**src/rtl/store_pack_unit_pkg.sv**
```systemverilog
// Store packing unit shared definitions: store opcodes,
// byte-enable constants and the queued entry layout.
package store_pack_unit_pkg;

   typedef enum logic [1:0] {
      ST_SW  = 2'b00,
      ST_SH  = 2'b01,
      ST_SB  = 2'b10,
      ST_RSV = 2'b11
   } st_op_e;

   localparam logic [3:0] BE_WORD    = 4'b1111;
   localparam logic [3:0] BE_HALF_LO = 4'b0011;
   localparam logic [3:0] BE_HALF_HI = 4'b1100;
   localparam logic [3:0] BE_NONE    = 4'b0000;

   typedef struct packed {
      logic [31:0] addr;
      logic [31:0] wdata;
      logic [3:0]  be;
   } st_entry_t;

   localparam int ENTRY_W = $bits(st_entry_t);

endpackage

```
**src/rtl/store_fifo.sv**
```systemverilog
// In-order store queue: circular storage, wrapping pointers
// and an occupancy counter spanning 0..DEPTH.
module store_fifo #(
   parameter int WIDTH = 68,
   parameter int DEPTH = 2
) (
   input  logic                         clk,
   input  logic                         rst_n,
   input  logic                         push_i,
   input  logic [WIDTH-1:0]             din_i,
   input  logic                         pop_i,
   output logic [WIDTH-1:0]             dout_o,
   output logic [$clog2(DEPTH+1)-1:0]   count_o
);

   localparam int PW = $clog2(DEPTH);
   localparam int CW = $clog2(DEPTH+1);

   logic [WIDTH-1:0] mem_q [DEPTH];
   logic [PW-1:0]    wptr_q, wptr_d;
   logic [PW-1:0]    rptr_q, rptr_d;
   logic [CW-1:0]    count_q, count_d;

   // DEPTH is a power of two, so pointer overflow is the wrap.
   always_comb begin
      wptr_d  = wptr_q;
      rptr_d  = rptr_q;
      count_d = count_q + CW'(push_i) - CW'(pop_i);
      if (push_i) wptr_d = wptr_q + PW'(1);
      if (pop_i)  rptr_d = rptr_q + PW'(1);
   end

   always_ff @(posedge clk or negedge rst_n) begin
      if (!rst_n) begin
         wptr_q  <= '0;
         rptr_q  <= '0;
         count_q <= '0;
      end else begin
         wptr_q  <= wptr_d;
         rptr_q  <= rptr_d;
         count_q <= count_d;
      end
   end

   always_ff @(posedge clk) begin
      if (push_i) mem_q[wptr_q] <= din_i;
   end

   assign dout_o  = mem_q[rptr_q];
   assign count_o = count_q;

endmodule

```
**src/rtl/store_pack_unit.sv**
```systemverilog
// Store packing unit: lane-places sw/sh/sb data into queued word writes.
// Define ALIGN_CHECK_EN to trap misaligned and reserved stores.
module store_pack_unit
   import store_pack_unit_pkg::*;
#(
   parameter int DEPTH = 2
) (
   input  logic        clk,
   input  logic        rst_n,
   input  logic        st_valid,
   output logic        st_ready,
   input  logic [1:0]  st_op,
   input  logic [31:0] st_addr,
   input  logic [31:0] st_data,
   output logic        mem_valid,
   input  logic        mem_ready,
   output logic [31:0] mem_addr,
   output logic [31:0] mem_wdata,
   output logic [3:0]  mem_be,
   output logic        err_valid,
   output logic [31:0] err_addr
);

   localparam int CW = $clog2(DEPTH+1);
   localparam logic [CW-1:0] DEPTH_C = CW'(DEPTH);

   st_entry_t     ent;
   st_entry_t     head;
   logic [CW-1:0] count;
   logic          accept;
   logic          drop;
   logic          fault;
   logic          push;
   logic          pop;

   assign st_ready = (count < DEPTH_C);
   assign accept   = st_valid && st_ready;

   always_comb begin
      ent      = '0;
      ent.addr = {st_addr[31:2], 2'b00};
      drop     = 1'b0;
      fault    = 1'b0;
      unique case (st_op)
         ST_SW: begin
            ent.wdata = st_data;
            ent.be    = BE_WORD;
`ifdef ALIGN_CHECK_EN
            fault     = (st_addr[1:0] != 2'b00);
`endif
         end
         ST_SH: begin
            ent.wdata = {2{st_data[15:0]}};
            ent.be    = st_addr[1] ? BE_HALF_HI : BE_HALF_LO;
`ifdef ALIGN_CHECK_EN
            fault     = st_addr[0];
`endif
         end
         ST_SB: begin
            ent.wdata = {4{st_data[7:0]}};
            ent.be    = 4'b0001 << st_addr[1:0];
         end
         default: begin
            drop      = 1'b1;
`ifdef ALIGN_CHECK_EN
            fault     = 1'b1;
`endif
         end
      endcase
   end

   assign push = accept && !drop && !fault;
   assign pop  = mem_valid && mem_ready;

   store_fifo #(
      .WIDTH (ENTRY_W),
      .DEPTH (DEPTH)
   ) u_fifo (
      .clk     (clk),
      .rst_n   (rst_n),
      .push_i  (push),
      .din_i   (ent),
      .pop_i   (pop),
      .dout_o  (head),
      .count_o (count)
   );

   assign mem_valid = (count != '0);
   assign mem_addr  = head.addr;
   assign mem_wdata = head.wdata;
   assign mem_be    = mem_valid ? head.be : BE_NONE;

`ifdef ALIGN_CHECK_EN
   logic        err_valid_q, err_valid_d;
   logic [31:0] err_addr_q, err_addr_d;

   always_comb begin
      err_valid_d = accept && fault;
      err_addr_d  = err_addr_q;
      if (accept && fault) err_addr_d = st_addr;
   end

   always_ff @(posedge clk or negedge rst_n) begin
      if (!rst_n) begin
         err_valid_q <= 1'b0;
         err_addr_q  <= '0;
      end else begin
         err_valid_q <= err_valid_d;
         err_addr_q  <= err_addr_d;
      end
   end

   assign err_valid = err_valid_q;
   assign err_addr  = err_addr_q;
`else
   assign err_valid = 1'b0;
   assign err_addr  = '0;
`endif

endmodule

```
**config.mk**
```make
export PLATFORM = sky130hd
export DESIGN_NAME = store_pack_unit
export DESIGN_NICKNAME = d
export VERILOG_FILES = /design/src/rtl/store_pack_unit_pkg.sv /design/src/rtl/store_fifo.sv /design/src/rtl/store_pack_unit.sv
export SDC_FILE = /design/constraint.sdc
export NUM_CORES = 1
export LEC_CHECK = 0
export CORE_MARGIN = 2
export CORE_UTILIZATION = 51
export CTS_CLUSTER_SIZE = 8
export DETAILED_ROUTE_END_ITERATION = 12
export GPL_ROUTABILITY_DRIVEN = 0
export PLACE_DENSITY = 0.91
export SLEW_MARGIN = 20
export SYNTH_ARGS = -nofsm -noshare
export SYNTH_HDL_FRONTEND = slang
export SYNTH_SLANG_ARGS = --single-unit
export TNS_END_PERCENT = 100
```
**constraint.sdc**
```tcl
create_clock -name clk -period 7.6 [get_ports clk]
set_input_delay 1.52 -clock clk [delete_from_list [all_inputs] [get_ports clk]]
set_output_delay 1.52 -clock clk [all_outputs]
set_load 0.05 [all_outputs]
```
==> results.toml <==
[routing]
dr.pass1.iters = 5
vias_per_cell = 5.12
drcViolationCount = 0
drt_iter0_drc = 229
num_vias = 3320
wl_per_cell_um = 17.4
finalWirelength_um = 11200
ant_nets = 0

[sta]
period_needed_ns = 4.32
hold_slack_ns = 0.502
hold_viol = 0
setup_violations = 0
relSlewSlack_pct = 50.5
fin_crit_sh_pct = 56.8
tns_ns = 0
skew_ns = 0.0111
slew_viol_final = 0
tightest_slew_ns = 0.741
rsz0062_at_grt = "no"
clock.fmax_ghz = 0.232

[cts]
clkSinkCount = 136
htree_levels = 4
clk_pin_slew_ns = 0.05
cts_tree = "done"
cts_resized = 0
clk_path_buf_depth = 2
clock_latency_ns = 0.40
postCtsSetupRepairBufs = 0
ctsHoldBuffers = 0
clock-root-buffer = "clkbuf_16"
cts_buffers = 17

[layout]
utilization_pct = 70.8
fin_cells = 648
mostFrequentLayoutCell = "clkdlybuf4s50_1"
area_growth_pct = 34.6
layout_common_cells = "clkdlybuf4s50_1, edfxtp_1, mux2_2"
antenna_cells = 0
num-nets-final = 567
n_fill_cell = 707
drive_above_1_share_pct = 20.1

[setup_path]
path_max_fanout = 51
slowest_delay_ns = 0.75
arrival_ns = 2.80
cp-end-kind = "output port"
crit_type = "flop to output port"
cp-start-kind = "flop"
critPathRequiredTime_ns = 6.08
slowest_stage = "clkdlybuf4s50_1"
path_cells = "buf_4 -> mux2_2 -> clkdlybuf4s50_1"

[logic_synthesis]
synthesis.instances = 349
ys_seq_area_share_pct = 70.6
synth-seq-cells = 136
syn-cell-area_um2 = 5750
syn_avg_cell_area_um2 = 16.5
yosysWarnings = 0
synthDistinctLibCells = 26

[place]
portBuffers = 137
dp.cells = 616
hpwl_um = 7500

[grt]
antenna_found_initial = 0
grt_max_degree = 52
grt_use_total_pct = 18.3
overflow = 0
grt_pass1_vias = 3240
grt_pass1_wl_um = 15900

[die]
rows = 38
fp.dieW_um = 110
io_pins = 173
initial_utilization_pct = 52.6
die_h_um = 110
die_area_um2 = 12100
core_area_um2 = 10900

[power]
fin_total_pwr_mw = 3.12
powerDensity_nw_per_um2 = 403
p_leak_nw = 2.83
ir_worst_vdd_mv = 0.218

[job]
max-cap-violations = 0

[outcome]
status = "finished, final reports clean"

[min_path]
min_path_type = "flop to flop"
-- cell usage after synthesis --
cell	n	area, um2
a21o_1	2	15.0
a21oi_1	1	5.00
a22o_1	1	8.76
and2_1	8	50.1
buf_2	5	25.0
buf_4	37	278
buf_6	5	56.3
clkbuf_1	2	7.51
conb_1	1	3.75
dfrtp_1	4	100
edfxtp_1	132	3960
ha_1	2	25.0
inv_1	15	56.3
mux2_2	62	698
mux2i_1	19	190
nand2_1	9	33.8
nand2b_1	1	6.26
nand3_1	1	5.00
nor2_1	9	33.8
nor2b_1	2	12.5
o21ai_0	23	115
o21ai_1	1	5.00
o21bai_1	1	7.51
o31ai_1	1	7.51
xnor2_1	3	26.3
xor2_1	2	17.5
-- registers in the layout, summed over array words and instances (netlist names) --
signal / flops
u_fifo.mem_q: 132
u_fifo.rptr_q: 1
u_fifo.count_o: 2
u_fifo.wptr_q: 1
-- final timing paths --
kind | start | to | slack, ns | cells past startpoint
worst min-delay path | u_fifo.count_o[1] | u_fifo.count_o[1] | 0.50 | 1
min in group asynchronous | rst_n | u_fifo.count_o[0] | 1.33 | 1
max in group asynchronous | rst_n | u_fifo.rptr_q | 6.08 | 1
worst min register to register | u_fifo.count_o[1] | u_fifo.count_o[1] | 0.50 | 1
worst max-delay path | u_fifo.rptr_q | mem_wdata[4] | 3.28 | 3
worst max register to register | u_fifo.count_o[1] | u_fifo.mem_q[0][15] | 5.20 | 4
-- critical path: cells and delay by family (launching register included) --
family / cells / cell delay [ns]
DFF: 1 / 0.59
muxes: 1 / 0.41
buffers and inverters: 2 / 1.39
-- per-layer routing --
metal / global-route usage, % / share of wire (%)
met1: 21.0 / 38
met2: 30.9 / 51
met3: 5.94 / 9.4
met4: 9.29 / 2.4
met5: 0 / 0
-- final cells by class --
type | count | area, um2 | area share [%]
timing repair buffer | 142 | 1410 | 18.2
clock buffer | 17 | 425 | 5.49
clock inverter | 15 | 203 | 2.62
sequential | 136 | 4070 | 52.5
tap | 140 | 175 | 2.26
multi-input combinational | 183 | 1410 | 18.2
inverter | 15 | 56.3 | 0.727
-- power breakdown --
group / internal, mW / switching [mW]
Combinational: 0.443 / 0.824
Clock: 0.550 / 0.297
Sequential: 0.961 / 0.0467
Total: 1.95 / 1.17
-- through the flow --
stage / worst slack, ns / area (um2)
global route: 3.16 / 7740
finish: 3.28 / 7740
global placement: 3.36 / 7110
CTS: 3.26 / 7740
detailed placement: 3.16 / 7110
floorplan: 2.33 / 5880
-- logic make-up after synthesis --
logic type / share of synthesized area, %
xor+xnor: 0.761
compound gates: 2.85
flops: 70.6
other cells: 0.0652
fa+ha+maj: 0.435
buf+inv: 7.35
simple gates: 2.46
mux: 15.4
(Power assumes the default switching activity.)
